===== src/rtl/fft_stage_ctrl_if.sv =====
// fft_stage_ctrl_if: handshake and datapath control bundle between the FFT sequencer and its butterfly/memory/ROM
interface fft_stage_ctrl_if #(parameter int LOG2N = 6);
  logic start, hold, busy, done, rd_en, bf_stall, wr_en, out_valid;
  logic [LOG2N-1:0] rd_addr_up, rd_addr_lo, wr_addr_up, wr_addr_lo;
  logic [LOG2N-2:0] coef_addr;
  modport master (
    input start, hold,
    output busy, done, rd_en, rd_addr_up, rd_addr_lo, coef_addr, bf_stall,
    output wr_en, wr_addr_up, wr_addr_lo, out_valid
  );
  modport slave (
    output start, hold,
    input busy, done, rd_en, rd_addr_up, rd_addr_lo, coef_addr, bf_stall,
    input wr_en, wr_addr_up, wr_addr_lo, out_valid
  );
endinterface


===== src/rtl/fft_stage_ctrl.sv =====
// fft_stage_ctrl: in-place radix-2 DIF FFT sequencer; FFT_CTRL_BITREV_EN adds a natural-order unload pass
module fft_stage_ctrl #(parameter int LOG2N = 6) (
  input logic clk,
  input logic rst_n,
  fft_stage_ctrl_if.master io
);
  localparam int SW = $clog2(LOG2N);
`ifdef FFT_CTRL_BITREV_EN
  typedef enum logic [2:0] {IDLE, RUN, DRAIN, UNLOAD, DONE} state_t;
`else
  typedef enum logic [2:0] {IDLE, RUN, DRAIN, DONE} state_t;
`endif
  state_t state, nxt;
  logic [LOG2N-2:0] j, k;
  logic [SW-1:0] s, sh;
  logic d, last, run, unl_rd, ov;
  logic [LOG2N-1:0] jx, span, up, lo, br;
  logic [1:0] pv;
  logic [1:0][LOG2N-1:0] pu, pl;
  assign run = state == RUN;
  assign last = s == SW'(LOG2N-1);
  assign sh = SW'(LOG2N-1) - s;
  assign jx = {1'b0, j};
  assign span = LOG2N'(1) << sh;
  assign k = j & ~({(LOG2N-1){1'b1}} << sh);
  assign up = ((jx >> sh) << sh << 1) | {1'b0, k};
  assign lo = up | span;
`ifdef FFT_CTRL_BITREV_EN
  logic [LOG2N:0] m;
  assign unl_rd = state == UNLOAD && !m[LOG2N];
  // bit-reversed unload address
  always_comb begin
    br = '0;
    for (int i = 0; i < LOG2N; i++) br[i] = m[LOG2N-1-i];
  end
  // unload counter runs N reads plus one latency tail cycle; ov trails each read by one cycle
  always_ff @(posedge clk or negedge rst_n)
    if (!rst_n) begin
      m <= '0;
      ov <= 1'b0;
    end else if (!io.hold) begin
      m <= state == UNLOAD ? m + 1'b1 : '0;
      ov <= unl_rd;
    end
`else
  assign unl_rd = 1'b0;
  assign br = '0;
  assign ov = 1'b0;
`endif
  // state register
  always_ff @(posedge clk or negedge rst_n)
    if (!rst_n) state <= IDLE;
    else state <= nxt;
  // next-state: everything is frozen while hold is high
  always_comb begin
    nxt = state;
    if (!io.hold)
      case (state)
        IDLE: nxt = io.start ? RUN : IDLE;
        RUN: nxt = &j ? DRAIN : RUN;
`ifdef FFT_CTRL_BITREV_EN
        DRAIN: nxt = !d ? DRAIN : !last ? RUN : UNLOAD;
        UNLOAD: nxt = m[LOG2N] ? DONE : UNLOAD;
`else
        DRAIN: nxt = !d ? DRAIN : !last ? RUN : DONE;
`endif
        DONE: nxt = IDLE;
        default: nxt = IDLE;
      endcase
  end
  // butterfly/stage counters and the 2-deep write-back address pipeline
  always_ff @(posedge clk or negedge rst_n)
    if (!rst_n) begin
      j <= '0;
      s <= '0;
      d <= 1'b0;
      pv <= '0;
      pu <= '0;
      pl <= '0;
    end else if (!io.hold) begin
      j <= run ? j + 1'b1 : '0;
      d <= state == DRAIN ? ~d : 1'b0;
      s <= state == IDLE ? '0 : (state == DRAIN && d && !last) ? s + 1'b1 : s;
      pv <= {pv[0], run};
      pu <= {pu[0], up};
      pl <= {pl[0], lo};
    end
  assign io.busy = state != IDLE;
  assign io.done = state == DONE && !io.hold;
  assign io.bf_stall = io.hold & rst_n;
  assign io.rd_en = (run | unl_rd) & ~io.hold;
  assign io.rd_addr_up = run ? up : unl_rd ? br : '0;
  assign io.rd_addr_lo = run ? lo : '0;
  assign io.coef_addr = run ? k << s : '0;
  assign io.wr_en = pv[1] & ~io.hold;
  assign io.wr_addr_up = pv[1] ? pu[1] : '0;
  assign io.wr_addr_lo = pv[1] ? pl[1] : '0;
  assign io.out_valid = ov & ~io.hold;
endmodule


===== src/flat_wrapper.sv =====
// flat-port wrapper written by rule: the top's interface ports become plain ports
module fft_stage_ctrl_flat 
#(parameter int LOG2N = 6)
  (clk, rst_n, io_start, io_hold, io_busy, io_done, io_rd_en, io_rd_addr_up, io_rd_addr_lo, io_coef_addr, io_bf_stall, io_wr_en, io_wr_addr_up, io_wr_addr_lo, io_out_valid);
  fft_stage_ctrl_if #(.LOG2N(LOG2N)) io_i ();
  input logic clk;
  input logic rst_n;
  input wire logic [$bits(io_i.start)-1:0] io_start;
  input wire logic [$bits(io_i.hold)-1:0] io_hold;
  output wire logic [$bits(io_i.busy)-1:0] io_busy;
  output wire logic [$bits(io_i.done)-1:0] io_done;
  output wire logic [$bits(io_i.rd_en)-1:0] io_rd_en;
  output wire logic [$bits(io_i.rd_addr_up)-1:0] io_rd_addr_up;
  output wire logic [$bits(io_i.rd_addr_lo)-1:0] io_rd_addr_lo;
  output wire logic [$bits(io_i.coef_addr)-1:0] io_coef_addr;
  output wire logic [$bits(io_i.bf_stall)-1:0] io_bf_stall;
  output wire logic [$bits(io_i.wr_en)-1:0] io_wr_en;
  output wire logic [$bits(io_i.wr_addr_up)-1:0] io_wr_addr_up;
  output wire logic [$bits(io_i.wr_addr_lo)-1:0] io_wr_addr_lo;
  output wire logic [$bits(io_i.out_valid)-1:0] io_out_valid;
  assign io_i.start = io_start;
  assign io_i.hold = io_hold;
  assign io_busy = io_i.busy;
  assign io_done = io_i.done;
  assign io_rd_en = io_i.rd_en;
  assign io_rd_addr_up = io_i.rd_addr_up;
  assign io_rd_addr_lo = io_i.rd_addr_lo;
  assign io_coef_addr = io_i.coef_addr;
  assign io_bf_stall = io_i.bf_stall;
  assign io_wr_en = io_i.wr_en;
  assign io_wr_addr_up = io_i.wr_addr_up;
  assign io_wr_addr_lo = io_i.wr_addr_lo;
  assign io_out_valid = io_i.out_valid;
  fft_stage_ctrl #(.LOG2N(LOG2N)) u_core (.clk(clk), .rst_n(rst_n), .io(io_i));
endmodule

===== config.mk =====
export PLATFORM = sky130hd
export DESIGN_NAME = fft_stage_ctrl_flat
export DESIGN_NICKNAME = d
export VERILOG_FILES = /design/src/rtl/fft_stage_ctrl_if.sv /design/src/rtl/fft_stage_ctrl.sv /design/src/flat_wrapper.sv
export SDC_FILE = /design/constraint.sdc
export NUM_CORES = 1
export LEC_CHECK = 0
export ABC_AREA = 1
export BUFFER_PORTS_ARGS = -buffer_cell sky130_fd_sc_hd__buf_2
export CORE_MARGIN = 2
export CORE_UTILIZATION = 35
export DETAILED_ROUTE_END_ITERATION = 8
export PLACE_DENSITY = 0.66
export SYNTH_ARGS = -nofsm -noshare
export SYNTH_HDL_FRONTEND = slang
export SYNTH_SLANG_ARGS = --single-unit

===== constraint.sdc =====
create_clock -name clk -period 4.2 [get_ports clk]
set_clock_uncertainty 0.2 [all_clocks]
set_input_delay 0.21 -clock clk [delete_from_list [all_inputs] [get_ports clk]]
set_output_delay 0.21 -clock clk [all_outputs]
set_load 0.02 [all_outputs]

==> flow_summary.html, run 1 <==
<table>
<tr><th>Metric</th><th>Value</th></tr>
<tr><th colspan="2">Global routing</th></tr>
<tr><td>Largest net degree at the start of global routing</td><td>39</td></tr>
<tr><td>Global-route wire length before repair</td><td>8459 um</td></tr>
<tr><td>Gr usage total</td><td>0.1495</td></tr>
<tr><td>Residual overflow from global routing</td><td>0</td></tr>
<tr><td>Via count of the first global-routing pass</td><td>1748</td></tr>
<tr><td>Antenna violations before repair</td><td>0</td></tr>
<tr><th colspan="2">Hold path</th></tr>
<tr><td>Type of the tightest min-delay check</td><td>in -&gt; reg</td></tr>
<tr><td>HP Start</td><td>io_start</td></tr>
<tr><th colspan="2">Routing</th></tr>
<tr><td>Routed vias</td><td>roughly 2k</td></tr>
<tr><td>Antenna Violating Nets Remaining</td><td>0</td></tr>
<tr><td>Routed len/inst</td><td>12.19 um</td></tr>
<tr><td>Count of unresolved DRC violations after routing</td><td>0</td></tr>
<tr><td>Detail-routed via count per cell</td><td>around 4.7</td></tr>
<tr><td>Violation count after the first detailed-route iteration</td><td>roughly 80</td></tr>
<tr><td>First-pass detailed-route iteration total</td><td>4</td></tr>
<tr><td>WL final</td><td>between 5000 and 6000 um</td></tr>
<tr><th colspan="2">Power</th></tr>
<tr><td>Flop pwr share</td><td>0.412</td></tr>
<tr><td>Leakage component of the power</td><td>~1.5 nW</td></tr>
<tr><td>Power density relative to cell area</td><td>~510 mW/mm^2</td></tr>
<tr><td>Logic gate share of total power</td><td>0.378</td></tr>
<tr><td>Internal power summed over all cells</td><td>0.0007257 W</td></tr>
<tr><td>Clock network fraction of total power</td><td>0.210</td></tr>
<tr><td>Net switching fraction of the power</td><td>0.4328</td></tr>
<tr><td>Maximum vdd drop</td><td>roughly 0.18 mV</td></tr>
<tr><td>Sw power</td><td>~0.00055 W</td></tr>
<tr><th colspan="2">Outcome</th></tr>
<tr><td>Run status</td><td>completed</td></tr>
<tr><th colspan="2">Timing</th></tr>
<tr><td>Number of pins exceeding their max-slew limit in the final report</td><td>0</td></tr>
<tr><td>Transition at the pin with the smallest max-transition slack</td><td>853.8 ps</td></tr>
<tr><td>Worst hold slack</td><td>59.99 ps</td></tr>
<tr><td>Setup repair after global routing missed its margin</td><td>no</td></tr>
<tr><td>Aggregate negative setup slack</td><td>0 ps</td></tr>
<tr><td>Share of the cycle needed by the critical path after routing</td><td>0.7118</td></tr>
<tr><td>Final number of setup-violating endpoints</td><td>0</td></tr>
<tr><td>Headroom to the max-slew limit</td><td>0.4308</td></tr>
<tr><td>Maximum operating frequency</td><td>334.5 MHz</td></tr>
<tr><td>Number of hold-slack violations in the final timing report</td><td>0</td></tr>
<tr><td>Min Tclk post-route</td><td>about 3000 ps</td></tr>
<tr><th colspan="2">Setup path</th></tr>
<tr><td>R2R Path Start</td><td>u_core.s[1]$_DFFE_PN0P_</td></tr>
<tr><td>Type of the setup path with the least slack</td><td>reg -&gt; out</td></tr>
<tr><td>Critical Path Source Type</td><td>flop</td></tr>
<tr><td>Max stage delay on crit path</td><td>around 670 ps</td></tr>
<tr><td>Crit Path Max Fanout</td><td>12</td></tr>
<tr><td>Cell chain of the critical path</td><td>inv_4 -&gt; ha_1 -&gt; inv_2 -&gt; nand2_1 -&gt; nand3_1 -&gt; o21ai_0 -&gt; inv_1 -&gt; a211oi_1 -&gt; buf_2</td></tr>
<tr><td>Register-to-register path setup slack</td><td>~1800 ps</td></tr>
<tr><td>Slowest cell on the critical path</td><td>sky130_fd_sc_hd__dfrtp_1</td></tr>
<tr><td>Family with the most delay on the worst path</td><td>flip-flops</td></tr>
<tr><td>CP bufs+invs</td><td>4</td></tr>
<tr><td>Nature of the critical path endpoint</td><td>output port</td></tr>
<tr><td>Data arrival, critical path</td><td>roughly 2600 ps</td></tr>
<tr><td>CP required</td><td>3790 ps</td></tr>
<tr><td>Critical Path Source</td><td>u_core.s[1]$_DFFE_PN0P_</td></tr>
<tr><th colspan="2">Synth</th></tr>
<tr><td>Ys flop type</td><td>sky130_fd_sc_hd__dfrtp_1</td></tr>
<tr><td>Flip-flop and latch count after synthesis</td><td>37</td></tr>
<tr><td>Mean Syn Cell Area</td><td>7.343 um^2</td></tr>
<tr><td>Count of yosys warnings during synthesis</td><td>0</td></tr>
<tr><td>Synth Area in Simple Gates</td><td>0.3004</td></tr>
<tr><td>Netlist area before placement</td><td>around 0.0022 mm^2</td></tr>
<tr><td>Fraction of synthesized cell area taken by the top area cell type</td><td>0.4148</td></tr>
<tr><td>Area fraction in compound gates after synthesis</td><td>0.1127</td></tr>
<tr><td>Post-synthesis instance total</td><td>roughly 300</td></tr>
<tr><td>Number of enable-type register cells in the synthesized netlist</td><td>0</td></tr>
<tr><td>Dominant combinational cell family by area after synthesis</td><td>simple AND/OR/NAND/NOR gates</td></tr>
<tr><td>Biggest area contributors in the synthesized netlist</td><td>sky130_fd_sc_hd__dfrtp_1 41%, sky130_fd_sc_hd__nand2_1 17%, sky130_fd_sc_hd__inv_1 7.1%</td></tr>
<tr><td>Fraction of registers with async set or reset after synthesis</td><td>1.000</td></tr>
<tr><td>Post-Synth XOR/XNOR Area</td><td>0.003924</td></tr>
<tr><td>Fraction of synthesized area in multiplexers</td><td>0</td></tr>
<tr><td>Post-synth top area cell</td><td>sky130_fd_sc_hd__dfrtp_1</td></tr>
<tr><td>Post-Syn Nets</td><td>~320</td></tr>
<tr><td>Part of the Yosys area used for sequential elements</td><td>0.4148</td></tr>
<tr><td>Count of different cell masters after synthesis</td><td>33</td></tr>
<tr><td>Arithmetic-cell share of the synthesized area counting full adders, half adders and majority gates</td><td>0.04484</td></tr>
<tr><th colspan="2">Placement</th></tr>
<tr><td>Final weighted congestion in routability-driven placement</td><td>approximately 0.85</td></tr>
<tr><td>Half-perimeter wire length after placement</td><td>3762 um</td></tr>
<tr><td>Number of buffers added on ports</td><td>37</td></tr>
<tr><th colspan="2">Clock tree</th></tr>
<tr><td>Clk buf depth</td><td>2</td></tr>
<tr><td>Worst-skew pair later-pin latency</td><td>290 ps</td></tr>
<tr><td>CTS buffer count</td><td>5</td></tr>
<tr><td>Clock input transition at the sequential cells of the worst setup and hold paths</td><td>80 ps</td></tr>
<tr><td>Total number of H-tree levels</td><td>2</td></tr>
<tr><td>Count of clock tree sinks</td><td>37</td></tr>
<tr><td>CTS tree</td><td>yes</td></tr>
<tr><td>Post-CTS sizing</td><td>0</td></tr>
<tr><td>Clock tree root driver cell</td><td>sky130_fd_sc_hd__clkbuf_8</td></tr>
<tr><th colspan="2">Job</th></tr>
<tr><td>MaxCap Viol Count</td><td>0</td></tr>
<tr><th colspan="2">Cells and area</th></tr>
<tr><td>Final #Nets</td><td>about 350</td></tr>
<tr><td>Share of layout cells above drive strength 1</td><td>0.1929</td></tr>
<tr><td>Antenna diode count</td><td>0</td></tr>
<tr><td>Area delta synth-&gt;final</td><td>13.40%</td></tr>
<tr><th colspan="2">Floorplan</th></tr>
<tr><td>Starting Density</td><td>0.3577</td></tr>
<tr><td>Die extent in x</td><td>approximately 84 um</td></tr>
<tr><td>Count of boundary I/O pins</td><td>39</td></tr>
<tr><td>Die outline area</td><td>around 0.0070 mm^2</td></tr>
<tr><td>Y dimension of the die</td><td>about 84 um</td></tr>
<tr><td>Core Rows</td><td>29</td></tr>
<tr><td>Std-Cell Core Area</td><td>about 0.0062 mm^2</td></tr>
</table>
metrics by stage:
step                  util  worst slack, ps  cells  power [W]  cell area, um^2
finish              0.4056             1210    414   0.001279             2531
global route        0.4056             1030    414   0.001378             2531
CTS                 0.4056             1187    414   0.001293             2531
detailed placement  0.3885             1507    405   0.001025             2425
global placement    0.3885             1471    405   0.001021             2425
floorplan                -             1899    304  0.0008810             2232
worst register-to-register path: stages, from the launching register on:
cell,delay [ps]
sky130_fd_sc_hd__dfrtp_1,670
sky130_fd_sc_hd__inv_4,140
sky130_fd_sc_hd__ha_1,520
sky130_fd_sc_hd__inv_2,140
sky130_fd_sc_hd__nor3_1,280
sky130_fd_sc_hd__a21o_1,130
sky130_fd_sc_hd__inv_1,70
sky130_fd_sc_hd__nand3_2,80
sky130_fd_sc_hd__nand2_1,60
sky130_fd_sc_hd__nand2_1,70
state kept, by name (all words and copies together), names as in the netlist:
register / flops
u_core.state: 2
u_core.pv: 2
u_core.d: 1
u_core.j: 5
u_core.pl: 12
u_core.s: 3
u_core.pu: 12
synthesized netlist by cell type, types with 2 or more instances:
cell,n
sky130_fd_sc_hd__a21oi_1,12
sky130_fd_sc_hd__a31oi_1,3
sky130_fd_sc_hd__buf_2,4
sky130_fd_sc_hd__buf_4,5
sky130_fd_sc_hd__buf_6,2
sky130_fd_sc_hd__dfrtp_1,37
sky130_fd_sc_hd__ha_1,8
sky130_fd_sc_hd__inv_1,42
sky130_fd_sc_hd__inv_2,5
sky130_fd_sc_hd__nand2_1,101
sky130_fd_sc_hd__nand3_1,14
sky130_fd_sc_hd__nand3_2,5
sky130_fd_sc_hd__nand4_1,3
sky130_fd_sc_hd__nor2_1,15
sky130_fd_sc_hd__nor2_2,3
sky130_fd_sc_hd__nor2_4,3
sky130_fd_sc_hd__nor3_1,4
sky130_fd_sc_hd__o21ai_0,22
sky130_fd_sc_hd__o22ai_1,2
layer usage:
layer | wire length [um] | share of wire | vias up | global-route usage
met1 | 2376 | 0.47 | 887 | 0.1960
met5 | 0 | 0 | - | 0
met3 | 199 | 0.039 | 6 | 0.03264
met2 | 2417 | 0.48 | 45 | 0.2524
li1 | - | - | 1011 | -
met4 | 53 | 0.011 | 0 | 0.03519
power by group through the flow:
| stage | clock network [W] | registers (W) | logic [W] |
|---|---|---|---|
| 6_report | 0.000269 | 0.000527 | 0.000484 |
| 5_1_grt | 0.000287 | 0.000540 | 0.000550 |
| 4_1_cts | 0.000273 | 0.000527 | 0.000493 |
| 3_5_place_dp | 0 | 0.000534 | 0.000491 |
| 3_3_place_gp | 0 | 0.000533 | 0.000488 |
| 2_1_floorplan | 0 | 0.000493 | 0.000388 |
area by class of cell:
cell class / count / area [um^2]
Tap cell: 77 / 96.34
Timing Repair Buffer: 38 / 195.2
Multi-Input combinational cell: 206 / 1035
Fill cell: 676 / 3710
Sequential cell: 37 / 925.9
Inverter: 48 / 182.7
Clock inverter: 2 / 13.76
Clock buffer: 6 / 82.58
final timing paths:
kind | endpoint | depth (start not counted)
min in group asynchronous | u_core.j[0]$_DFFE_PN0N_ | 2
setup reg to reg | u_core.pl[4]$_DFFE_PN0N_ | 9
hold / removal | u_core.state[0]$_DFFE_PN0N_ | 5
hold reg to reg | u_core.pl[6]$_DFFE_PN0N_ | 2
max in group asynchronous | u_core.pl[2]$_DFFE_PN0N_ | 2
setup / recovery | io_coef_addr[3] | 9
layout by cell type (no fill, tap or decap), types with 2 or more instances in the layout:
master,instances
sky130_fd_sc_hd__inv_2,5
sky130_fd_sc_hd__nand3_1,14
sky130_fd_sc_hd__nor2_1,15
sky130_fd_sc_hd__nand4_1,3
sky130_fd_sc_hd__dfrtp_1,37
sky130_fd_sc_hd__o22ai_1,2
sky130_fd_sc_hd__inv_1,42
sky130_fd_sc_hd__nor2_2,3
sky130_fd_sc_hd__nor2_4,3
sky130_fd_sc_hd__a31oi_1,3
sky130_fd_sc_hd__nand3_2,5
sky130_fd_sc_hd__nor3_1,4
sky130_fd_sc_hd__nand2_1,101
sky130_fd_sc_hd__o21ai_0,22
sky130_fd_sc_hd__clkbuf_8,6
sky130_fd_sc_hd__a21oi_1,12
sky130_fd_sc_hd__ha_1,8
sky130_fd_sc_hd__buf_2,37
logic make-up after synthesis:
logic type	count (synthesis)
AOI/OAI and AO/OA	45
and+or+nand+nor	151
xor gates and xnor gates	1
other	1
buffers and inverters	61
adders and majority gates	8
DFF	37
timing repair:
item	in CTS	in global routing
endpoints found under the hold margin	37	0
setup endpoints to repair	0	0
hold buffers	1	0
setup buffers	0	0
No activity file was read; power rests on OpenSTA's default activity.
==> inputs of run 2 (changes only) <==
clock period = 3.05 ns   (was 4.2 ns; I/O delays follow)
==> flow_summary.html, run 2 (synthesis results as in run 1) <==
<table>
<tr><th>Metric</th><th>Value</th></tr>
<tr><th colspan="2">Outcome</th></tr>
<tr><td>Run status</td><td>completed</td></tr>
<tr><th colspan="2">Global routing</th></tr>
<tr><td>Residual overflow from global routing</td><td>0</td></tr>
<tr><td>Antenna violations before repair</td><td>0</td></tr>
<tr><td>Global-route wire length before repair</td><td>~8900 um</td></tr>
<tr><td>Gr usage total</td><td>0.1583</td></tr>
<tr><td>Via count of the first global-routing pass</td><td>1842</td></tr>
<tr><td>Largest net degree at the start of global routing</td><td>38</td></tr>
<tr><th colspan="2">Routing</th></tr>
<tr><td>First-pass detailed-route iteration total</td><td>4</td></tr>
<tr><td>Antenna Violating Nets Remaining</td><td>0</td></tr>
<tr><td>Routed len/inst</td><td>around 13 um</td></tr>
<tr><td>Count of unresolved DRC violations after routing</td><td>0</td></tr>
<tr><td>Routed vias</td><td>about 1.9k</td></tr>
<tr><td>WL final</td><td>about 5300 um</td></tr>
<tr><td>Violation count after the first detailed-route iteration</td><td>69</td></tr>
<tr><td>Detail-routed via count per cell</td><td>4.638</td></tr>
<tr><th colspan="2">Power</th></tr>
<tr><td>Leakage component of the power</td><td>1.489 nW</td></tr>
<tr><td>Sw power</td><td>0.0007632 W</td></tr>
<tr><td>Logic gate share of total power</td><td>0.395</td></tr>
<tr><td>Internal power summed over all cells</td><td>roughly 0.0010 W</td></tr>
<tr><td>Maximum vdd drop</td><td>approximately 0.27 mV</td></tr>
<tr><td>Flop pwr share</td><td>0.398</td></tr>
<tr><td>Clock network fraction of total power</td><td>0.207</td></tr>
<tr><td>Net switching fraction of the power</td><td>0.4311</td></tr>
<tr><td>Total power draw</td><td>approximately 0.0018 W</td></tr>
<tr><td>Power density relative to cell area</td><td>roughly 690 mW/mm^2</td></tr>
<tr><th colspan="2">Timing</th></tr>
<tr><td>Final number of setup-violating endpoints</td><td>0</td></tr>
<tr><td>Number of pins exceeding their max-slew limit in the final report</td><td>0</td></tr>
<tr><td>Headroom to the max-slew limit</td><td>0.6572</td></tr>
<tr><td>Aggregate negative setup slack</td><td>0 ps</td></tr>
<tr><td>Number of hold-slack violations in the final timing report</td><td>0</td></tr>
<tr><td>Min Tclk post-route</td><td>2782 ps</td></tr>
<tr><td>Transition at the pin with the smallest max-transition slack</td><td>513.5 ps</td></tr>
<tr><td>Setup slack of the critical path after layout</td><td>about 270 ps</td></tr>
<tr><td>Share of the cycle needed by the critical path after routing</td><td>0.9123</td></tr>
<tr><td>Maximum operating frequency</td><td>between 300 and 400 MHz</td></tr>
<tr><td>Setup repair after global routing missed its margin</td><td>no</td></tr>
<tr><td>Worst hold slack</td><td>approximately 28 ps</td></tr>
<tr><th colspan="2">Floorplan</th></tr>
<tr><td>Die extent in x</td><td>between 80 and 90 um</td></tr>
<tr><td>Starting Density</td><td>0.3577</td></tr>
<tr><td>Die outline area</td><td>between 0.007 and 0.008 mm^2</td></tr>
<tr><td>Std-Cell Core Area</td><td>0.006241 mm^2</td></tr>
<tr><td>Core Rows</td><td>29</td></tr>
<tr><td>Count of boundary I/O pins</td><td>39</td></tr>
<tr><td>Y dimension of the die</td><td>about 84 um</td></tr>
<tr><th colspan="2">Cells and area</th></tr>
<tr><td>Antenna diode count</td><td>0</td></tr>
<tr><td>Most common cell after layout, fill and taps aside</td><td>sky130_fd_sc_hd__nand2_1</td></tr>
<tr><td>Registers with the most flip-flops</td><td>u_core.pl: 12 flops, u_core.pu: 12 flops, u_core.j: 5 flops</td></tr>
<tr><td>Most used cells in the layout excluding fill and tap cells</td><td>101 x sky130_fd_sc_hd__nand2_1, 42 x sky130_fd_sc_hd__inv_1, 37 x sky130_fd_sc_hd__buf_2</td></tr>
<tr><td>Non-filler cells in the finished layout</td><td>between 400 and 500</td></tr>
<tr><td>Total of fill cells in the finished design</td><td>a little under 700</td></tr>
<tr><td>Area delta synth-&gt;final</td><td>14.46%</td></tr>
<tr><td>Final #Nets</td><td>approximately 350</td></tr>
<tr><td>Share of layout cells above drive strength 1</td><td>0.2029</td></tr>
<tr><th colspan="2">Clock tree</th></tr>
<tr><td>CTS buffer count</td><td>5</td></tr>
<tr><td>Count of clock tree sinks</td><td>37</td></tr>
<tr><td>Clock input transition at the sequential cells of the worst setup and hold paths</td><td>~80 ps</td></tr>
<tr><td>Clk buf depth</td><td>2</td></tr>
<tr><td>Post-CTS Repair Setup Buffers</td><td>0</td></tr>
<tr><td>Worst-skew pair later-pin latency</td><td>~300 ps</td></tr>
<tr><td>CTS tree</td><td>yes</td></tr>
<tr><td>Clock tree root driver cell</td><td>sky130_fd_sc_hd__clkbuf_8</td></tr>
<tr><td>Total number of H-tree levels</td><td>2</td></tr>
<tr><th colspan="2">Hold path</th></tr>
<tr><td>Type of the tightest min-delay check</td><td>in -&gt; reg</td></tr>
<tr><th colspan="2">Setup path</th></tr>
<tr><td>Crit Path Max Fanout</td><td>12</td></tr>
<tr><td>Cell chain of the critical path</td><td>inv_4 -&gt; ha_1 -&gt; inv_2 -&gt; nor3_1 -&gt; a21o_1 -&gt; inv_1 -&gt; a21oi_1 -&gt; buf_2</td></tr>
<tr><td>Critical Path Source Type</td><td>flop</td></tr>
<tr><td>Data arrival, critical path</td><td>~2400 ps</td></tr>
<tr><td>Nature of the critical path endpoint</td><td>output port</td></tr>
<tr><td>CP bufs+invs</td><td>4</td></tr>
<tr><td>Max stage delay on crit path</td><td>around 540 ps</td></tr>
<tr><td>Type of the setup path with the least slack</td><td>reg -&gt; out</td></tr>
<tr><td>CP required</td><td>~2700 ps</td></tr>
<tr><td>Slowest cell on the critical path</td><td>sky130_fd_sc_hd__dfrtp_2</td></tr>
<tr><td>Family with the most delay on the worst path</td><td>flip-flops</td></tr>
<tr><th colspan="2">Placement</th></tr>
<tr><td>Half-perimeter wire length after placement</td><td>a little under 4000 um</td></tr>
<tr><td>Placed Cells</td><td>around 410</td></tr>
<tr><td>Final weighted congestion in routability-driven placement</td><td>0.8423</td></tr>
<tr><td>Number of buffers added on ports</td><td>37</td></tr>
<tr><td>Pre-CTS setup slack</td><td>approximately 410 ps</td></tr>
<tr><th colspan="2">Job</th></tr>
<tr><td>MaxCap Viol Count</td><td>0</td></tr>
</table>
-- run 2: what timing repair did --
| item | 4_1_cts | 5_1_grt |
|---|---|---|
| hold endpoints to repair | 37 | 0 |
| hold buffers | 1 | 0 |
| setup endpoints to repair | 0 | 5 |
| resized for setup | 0 | 1 |
-- run 2: final cells by class --
class	count	area (um^2)	share of cell area
Clock buffer	6	82.58	0.03232
Clock inverter	2	13.76	0.005387
Inverter	48	182.7	0.07150
Multi-Input combinational cell	206	1035	0.4050
Sequential cell	37	927.1	0.3629
Tap cell	77	96.34	0.03771
Timing Repair Buffer	41	217.7	0.08521
-- run 2: through the flow --
step                instance area (um^2)  utilization
floorplan                           2232            -
global placement                    2447       0.3921
detailed placement                  2447       0.3921
CTS                                 2554       0.4092
global route                        2555       0.4094
finish                              2555       0.4094
-- run 2: metal layers --
layer | wire length [um] | track usage
met5 | 0 | 0
met1 | 2374 | 0.1942
met4 | 82 | 0.05718
met2 | 2630 | 0.2742
met3 | 169 | 0.03264
-- run 2: path summary, 6_finish.rpt --
check / start / endpoint / slack, ps / depth (start not counted)
min in group asynchronous: rst_n / u_core.j[0]$_DFFE_PN0N_ / 250 / 3
max in group asynchronous: rst_n / u_core.s[1]$_DFFE_PN0P_ / 2040 / 3
hold / removal: io_start / u_core.state[0]$_DFFE_PN0N_ / 30 / 5
setup / recovery: u_core.s[1]$_DFFE_PN0P_ / io_rd_addr_up[4] / 270 / 8
setup reg to reg: u_core.s[1]$_DFFE_PN0P_ / u_core.pl[4]$_DFFE_PN0N_ / 780 / 9
hold reg to reg: u_core.pl[0]$_DFFE_PN0N_ / u_core.pl[6]$_DFFE_PN0N_ / 270 / 2
-- run 2: worst register-to-register path, delay by kind of cell, from the launching register on --
kind	cells	cell delay, ps
buffers and inverters	3	330
AND/OR/NAND/NOR	4	520
adder cells (fa/ha/maj)	1	500
AO/OA/AOI/OAI	1	130
flip-flops	1	540
-- run 2: power by group through the flow --
stage / sequential [W] / combinational (W) / clock [W]
2_1_floorplan: 0.000679 / 0.000534 / 0
3_3_place_gp: 0.000711 / 0.000702 / 0
3_5_place_dp: 0.000716 / 0.000705 / 0
4_1_cts: 0.000706 / 0.000710 / 0.000382
5_1_grt: 0.000726 / 0.000779 / 0.000409
6_report: 0.000704 / 0.000699 / 0.000367
